File: src/rtl/fifo_pkg.sv
// Shared async-FIFO definitions: pointer widths and Gray conversion helpers used by both the
// write-side and read-side controllers.
package fifo_pkg;

    localparam int unsigned P_SIZE_DEF = 4;
    localparam int unsigned ADDR_W     = P_SIZE_DEF - 1;

    // Conversions run at a fixed wide width; callers zero-extend in and truncate out.
    localparam int unsigned PTR_MAX_W = 16;
    typedef logic [PTR_MAX_W-1:0] ptr_t;

    // Full when the write Gray pointer equals the read pointer with its two MSBs inverted.
    localparam ptr_t FULL_INV_BASE = ptr_t'(2'b11);

    function automatic ptr_t full_inv_mask(input int unsigned p_size);
        return FULL_INV_BASE << (p_size - 2);
    endfunction

    function automatic ptr_t bin2gray(input ptr_t b);
        return b ^ (b >> 1);
    endfunction

    function automatic ptr_t gray2bin(input ptr_t g);
        ptr_t b;
        b[PTR_MAX_W-1] = g[PTR_MAX_W-1];
        for (int i = PTR_MAX_W - 2; i >= 0; i--) begin
            b[i] = b[i+1] ^ g[i];
        end
        return b;
    endfunction

endpackage

File: src/rtl/fifo_gray_cnt.sv
// Registered binary + Gray counter with increment enable; next-state values are exposed so the
// owner can compute flags in the same cycle.
module fifo_gray_cnt
    import fifo_pkg::*;
#(
    parameter int unsigned W = 4
) (
    input  logic         CLK,
    input  logic         RST,
    input  logic         inc,
    output logic [W-1:0] bin,
    output logic [W-1:0] gray,
    output logic [W-1:0] bin_nxt,
    output logic [W-1:0] gray_nxt
);

    logic [W-1:0] bin_q;
    logic [W-1:0] gray_q;

    always_comb begin
        bin_nxt  = bin_q + W'(inc);
        gray_nxt = W'(bin2gray(ptr_t'(bin_nxt)));
    end

    always_ff @(posedge CLK or negedge RST) begin
        if (!RST) begin
            bin_q  <= '0;
            gray_q <= '0;
        end else begin
            bin_q  <= bin_nxt;
            gray_q <= gray_nxt;
        end
    end

    assign bin  = bin_q;
    assign gray = gray_q;

endmodule

File: src/rtl/fifo_wr_ctrl.sv
// Write-domain pointer and flag controller for the async FIFO: owns the write address and Gray
// write pointer, and produces registered FULL / ALMOST_FULL / FILL_LVL against the synced read pointer.
module fifo_wr_ctrl
    import fifo_pkg::*;
#(
    parameter int unsigned DEPTH    = 8,
    parameter int unsigned P_SIZE   = 4,
    parameter int unsigned AF_LEVEL = 6
) (
    input  logic                     CLK,
    input  logic                     RST,
    input  logic                     W_INC,
    input  logic [P_SIZE-1:0]        RD_PTR_SYNC,
    output logic [$clog2(DEPTH)-1:0] W_ADDR,
    output logic                     W_CLKEN,
    output logic [P_SIZE-1:0]        W_PTR,
    output logic                     FULL,
    output logic                     ALMOST_FULL,
    output logic [P_SIZE-1:0]        FILL_LVL
);

    localparam logic [P_SIZE-1:0] FULL_INV = P_SIZE'(full_inv_mask(P_SIZE));
    localparam logic [P_SIZE-1:0] AF_THR   = P_SIZE'(AF_LEVEL);

    logic              w_acc;
    logic [P_SIZE-1:0] wbin;
    logic [P_SIZE-1:0] wbin_nxt;
    logic [P_SIZE-1:0] wgray_nxt;
    logic [P_SIZE-1:0] rbin;
    logic [P_SIZE-1:0] lvl_d, lvl_q;
    logic              full_d, full_q;
    logic              af_d, af_q;

    // Writes are dropped while full; no error is recorded.
    assign w_acc = W_INC & ~full_q;

    fifo_gray_cnt #(
        .W (P_SIZE)
    ) u_wptr (
        .CLK      (CLK),
        .RST      (RST),
        .inc      (w_acc),
        .bin      (wbin),
        .gray     (W_PTR),
        .bin_nxt  (wbin_nxt),
        .gray_nxt (wgray_nxt)
    );

    always_comb begin
        rbin   = P_SIZE'(gray2bin(ptr_t'(RD_PTR_SYNC)));
        full_d = (wgray_nxt == (RD_PTR_SYNC ^ FULL_INV));
        lvl_d  = wbin_nxt - rbin;
        af_d   = (lvl_d >= AF_THR);
    end

    always_ff @(posedge CLK or negedge RST) begin
        if (!RST) begin
            full_q <= 1'b0;
            lvl_q  <= '0;
            af_q   <= 1'b0;
        end else begin
            full_q <= full_d;
            lvl_q  <= lvl_d;
            af_q   <= af_d;
        end
    end

    assign W_ADDR      = wbin[$clog2(DEPTH)-1:0];
    assign W_CLKEN     = w_acc;
    assign FULL        = full_q;
    assign ALMOST_FULL = af_q;
    assign FILL_LVL    = lvl_q;

endmodule

File: config.mk
export PLATFORM = sky130hd
export DESIGN_NAME = fifo_wr_ctrl
export DESIGN_NICKNAME = d
export VERILOG_FILES = /design/src/rtl/fifo_pkg.sv /design/src/rtl/fifo_gray_cnt.sv /design/src/rtl/fifo_wr_ctrl.sv
export SDC_FILE = /design/constraint.sdc
export NUM_CORES = 1
export LEC_CHECK = 0
export CORE_MARGIN = 3
export CORE_UTILIZATION = 43
export DETAILED_ROUTE_END_ITERATION = 10
export GPL_TIMING_DRIVEN = 1
export PLACE_DENSITY = 0.8
export SLEW_MARGIN = 25
export SYNTH_ARGS = -nofsm -noshare
export SYNTH_HDL_FRONTEND = slang
export SYNTH_SLANG_ARGS = --single-unit
File: constraint.sdc
create_clock -name CLK -period 2.5 [get_ports CLK]
set_clock_uncertainty 0.1 [all_clocks]
set_input_delay 0.5 -clock CLK [delete_from_list [all_inputs] [get_ports CLK]]
set_output_delay 0.5 -clock CLK [all_outputs]
set_load 0.01 [all_outputs]
* Word level (Yosys, flattened, before mapping)
Cells that the tools add are included.
** Cells by class
- $add $sub $neg :: 2
- Multipliers :: 0
- Div/mod/pow operators :: 0
- Order comparisons :: 1
- Equality and inequality tests :: 1
- Shift operators :: 0
- Mux-type cells :: 0
- Bitwise logic cells :: 7
- Reductions and logical operators :: 0
** Operators by type and width (count)
- $add A4 B1 Y4 :: 1
- $eq A4 B4 Y1 :: 1
- $ge A4 B3 Y1 const B :: 1
- $sub A4 B4 Y4 :: 1
- $xor A4 B3 Y4 :: 1
- $xor A1 B1 Y1 :: 3
- $not A2 Y2 :: 1
- $and A1 B1 Y1 :: 1
- $not A1 Y1 :: 1
** Word-level totals
- Bits in registers :: 14
- Bits in latches :: 0
- RAM bits :: 0
- Memory bits (read-only) :: 0
- Input bits :: 7
- Output and inout bits :: 14
- Logic and storage cells :: 16
- Memories kept :: 0

* Logic depth before layout (Yosys ltp)
- Depth in word-level cells :: 5
- Mapped depth :: 9
- Depth with buffers taken out :: 9

* Hierarchy
A second synthesis with hierarchy kept.
** Second synthesis, totals
- Cells, all modules :: 50
- Area total of the unflattened synthesis :: 645.6 um^2
** By module, submodules not included
- fifo_wr_ctrl :: times used 1, cells each 31, area each 361.6 um^2
- fifo_gray_cnt :: times used 1, cells each 19, area each 284.0 um^2

* Worst setup path after synthesis
Ideal clock, no wire load.
- Path kind :: input-to-reg
- Start point :: input W_INC
- End point :: register af_q (netlist: ALMOST_FULL)
- Arrival :: 2322 ps
- Slack :: -40 ps
- Stages :: 9
- Path buffers :: 0
- Path through :: nor2b_1 > ha_1 > ha_1 > xor2_2 > ha_1 > a21oi_1 > o21ai_0 > xor3_1 > a21o_1
** Between the ends
- Word-level cells in the longest chain between the ends :: 4
** Ends and longest elaborated chain
- start: declaration :: RTL line fifo_wr_ctrl.sv:12 : input logic W_INC,
- $and A1 B1 Y1 :: RTL line fifo_wr_ctrl.sv:35 : assign w_acc = W_INC & ~full_q;
- $add A4 B1 Y4 :: RTL line fifo_gray_cnt.sv:21 : bin_nxt = bin_q + W'(inc);
- net u_wptr.bin_nxt[2] :: RTL line fifo_gray_cnt.sv:13 : output logic [W-1:0] bin_nxt,
- $sub A4 B4 Y4 :: RTL line fifo_wr_ctrl.sv:52 : lvl_d = wbin_nxt - rbin;
- net lvl_d[3] :: RTL line fifo_wr_ctrl.sv:30 : logic [P_SIZE-1:0] lvl_d, lvl_q;
- $ge A4 B3 Y1 :: RTL line fifo_wr_ctrl.sv:53 : af_d = (lvl_d >= AF_THR);
- net af_d :: RTL line fifo_wr_ctrl.sv:32 : logic af_d, af_q;
- end signal: assignment :: RTL line fifo_wr_ctrl.sv:60 : af_q <= 1'b0;
- end signal: assignment :: RTL line fifo_wr_ctrl.sv:64 : af_q <= af_d;
- end: declaration :: RTL line fifo_wr_ctrl.sv:32
The timed path passes the listed nets, and every way through them passes these cells.

* Worst setup path in the final report
- Start point :: input RD_PTR_SYNC[3]
- End point :: register af_q (netlist: ALMOST_FULL)
** Between the ends
- Word-level cells in the longest chain between the ends :: 5
** Ends and longest elaborated chain
- start: declaration :: RTL line fifo_wr_ctrl.sv:13 : input logic [P_SIZE-1:0] RD_PTR_SYNC,
- $xor A1 B1 Y1 (3 in series) :: RTL line fifo_pkg.sv:27 : b[i] = b[i+1] ^ g[i];
- $sub A4 B4 Y4 (*) :: RTL line fifo_wr_ctrl.sv:52
- net lvl_d[3] :: RTL line fifo_wr_ctrl.sv:30
- $ge A4 B3 Y1 (*) :: RTL line fifo_wr_ctrl.sv:53
- net af_d :: RTL line fifo_wr_ctrl.sv:32
The timed path passes the listed nets; every way through them passes the cells marked *.

==> results.cfg <==
[global_route]
grt_pass1_wl_mm = 2.50
grt_pass1_vias = 565
overflow = 0
groute.usage.overall_pct = 18.0
antenna_found_initial = 1
grt_max_degree = 14

[clocking]
clkTransAtPathRegs_ns = 0.08
cts_buffer_depth = 2
cts_tree = yes
cts_sinks = 13
clk_latency_ns = 0.27
h-tree-depth = 1
cts_root_buf = clkbuf_4
cts_buffers = 3

[pwr]
intPower_mw = 1.06
p_comb_share_pct = 68.1
irDropWorstVdd_mv = 0.894
p_seq_share_pct = 24.3
swShare_pct = 36.8
total_power_mw = 1.67
p_leak_nw = 0.491
p_sw_uw = 616
p_per_area_mw_per_mm2 = 1610
p_clk_share_pct = 7.6

[critical_path]
cpMaxStageDelayCell = clkdlybuf4s50_1
cp-start-kind = input port
cpPeakStageDelay_ns = 0.47
crit_path_end_kind = flip-flop
worstSetupPathType = in2reg
arrival_ns = 2.53
critPathMaxFanout = 2
required_ns = 2.56
path_cells = clkdlybuf4s50_1 > xnor2_2 > xor2_1 > buf_4 > ha_1 > nand2_1 > o21ai_1 > xor3_1 > a21o_1

[floorplanning]
fp.dieW_um = 44.6
start_util_pct = 47.5
rows = 13
core_mm2 = 0.00135
die-area_mm2 = 0.00199
die_y_um = 44.6
io_pins = 21

[place]
portBuffers = 20
hpwlAfterDp_mm = 1.13
routabilityCongestion = 0.763

[timing]
setup_viol = 0
worst_pin_slew_ns = 0.587
hold_violations = 0
max_slew_margin_pct = 60.8
fin_setup_tns_ns = 0
period_needed_ns = 2.47
timing.fmax_ghz = 0.405
min_period_over_period_pct = 98.7
final-max-slew-violation-count = 0

[final_layout]
drive_gt1_share_pct = 28.4
nets = 102
nFillCells = 80
area_growth_syn_to_layout_pct = 62.2

[job]
maxCapViolations = 0

[detailed_routing]
vias = 514
drc = 0
wl_per_cell_um = 14.3
drt-pass1-iter-count = 4
drt_iter0_markers = 2
routed_wl_mm = 1.49
drtAntennaViolNets = 0
drt-vias-per-instance = 4.94

[synthesis]
ys_types = 17
synth_fp_nets = 62
ys_seq_elements = 13
syn_area_um2 = 642
yosysSeqAreaShare_pct = 50.7
synthCells = 49
yosys_warnings = 0
avgSynthCellArea_um2 = 13.1

[min_path]
min_path_type = in2async

[outcome]
status = complete, no violations
[final cells by class]
type / count / area, µm² / share of cell area, %
multi-input cells: 30 / 334 / 32.1
well taps: 15 / 18.8 / 1.80
flip-flops and latches: 13 / 325 / 31.2
inverters: 6 / 22.5 / 2.16
clock buffers: 4 / 26.3 / 2.52
repair buffers: 35 / 312 / 29.9
diodes: 1 / 2.50 / 0.240
[metrics by stage]
step | setup slack [ns] | hold WS [ns] | instances | cell area, µm² | util [%]
CTS | 0.0273 | 0.502 | 103 | 1030 | 76.4
floorplan | 0.0480 | 0.104 | 49 | 644 | -
detailed placement | -0.374 | 0.574 | 96 | 953 | 70.6
global route | -0.0238 | 0.540 | 104 | 1040 | 77.1
global placement | -0.269 | 0.577 | 96 | 953 | 70.6
finish | 0.0321 | 0.495 | 104 | 1040 | 77.1
[routing by layer]
layer / vias up / share of wire [%] / global-route usage (%) / routed length (µm)
met5: - / 0 / 0 / 0
met4: 0 / 4.8 / 15.7 / 72
met3: 6 / 4.3 / 1.63 / 64
met2: 20 / 55 / 29.8 / 811
met1: 250 / 36 / 20.4 / 539
li1: 238 / - / - / -
[sequential cells by signal, summed over array words and instances, names as in the netlist]
| register | cells |
|---|---|
| FILL_LVL | 4 |
| u_wptr.bin | 4 |
| FULL | 1 |
| u_wptr.gray | 3 |
| ALMOST_FULL | 1 |
[cells in the mapped netlist]
cell type,count,area share [%]
a21o_1,1,1.2
a21oi_1,1,0.78
a22oi_1,1,1.2
dfrtp_1,13,51
fa_1,1,3.1
ha_1,5,9.7
inv_1,6,3.5
nand2_1,1,0.58
nand3_1,2,1.6
nand3_2,1,1.6
nor2b_1,1,0.98
o21ai_0,1,0.78
or3_1,2,1.9
xnor2_1,5,6.8
xor2_1,5,6.8
xor2_2,2,5.1
xor3_1,1,3.7
[timing repair]
action	in CTS	in global routing
buffers inserted	3	0
endpoints found under the setup margin	1	1
pin swaps	4	0
hold buffers	0	0
resized for setup	7	1
[path summary, 6_finish.rpt]
path / slack, ns / end / from / cells after the start
max in group asynchronous: 1.42 / FILL_LVL[3] / RST / 1
min: 0.50 / FILL_LVL[1] / RST / 1
max reg2reg: 0.16 / ALMOST_FULL / FULL / 9
max: 0.03 / ALMOST_FULL / RD_PTR_SYNC[3] / 9
min in group CLK: 0.59 / u_wptr.bin[0] / u_wptr.bin[0] / 2
min reg2reg: 0.59 / u_wptr.bin[0] / u_wptr.bin[0] / 2
[power groups by stage]
stage | sequential, mW | combinational, mW | clock, mW
floorplan | 0.449 | 0.468 | 0
global placement | 0.390 | 0.986 | 0
detailed placement | 0.401 | 1.02 | 0
CTS | 0.408 | 1.13 | 0.132
global route | 0.418 | 1.25 | 0.144
finish | 0.406 | 1.14 | 0.128
[cell usage in the layout, fill, tap and decap left out, types with 2 or more instances in the layout]
| master | instances |
|---|---|
| buf_4 | 15 |
| clkbuf_4 | 3 |
| clkdlybuf4s50_1 | 19 |
| dfrtp_1 | 13 |
| ha_1 | 3 |
| ha_4 | 2 |
| inv_1 | 6 |
| nand3_1 | 2 |
| or3_1 | 2 |
| xnor2_1 | 4 |
| xor2_1 | 5 |
| xor2_2 | 2 |
[worst max-delay path: cells and delay by family]
family	cells	cell delay, ns
fa+ha+maj	1	0.26
buf+inv	2	0.62
simple gates	1	0.05
xor+xnor	3	0.80
compound gates	2	0.30
[logic make-up after synthesis]
kind of cell	after synthesis	share of synthesized area (%)
buffers and inverters	6	3.51
adders and majority gates	6	12.9
xor gates and xnor gates	13	22.4
and+or+nand+nor	7	6.63
DFF	13	50.7
AOI/OAI and AO/OA	4	3.90
No activity file was read; power rests on OpenSTA's default activity.
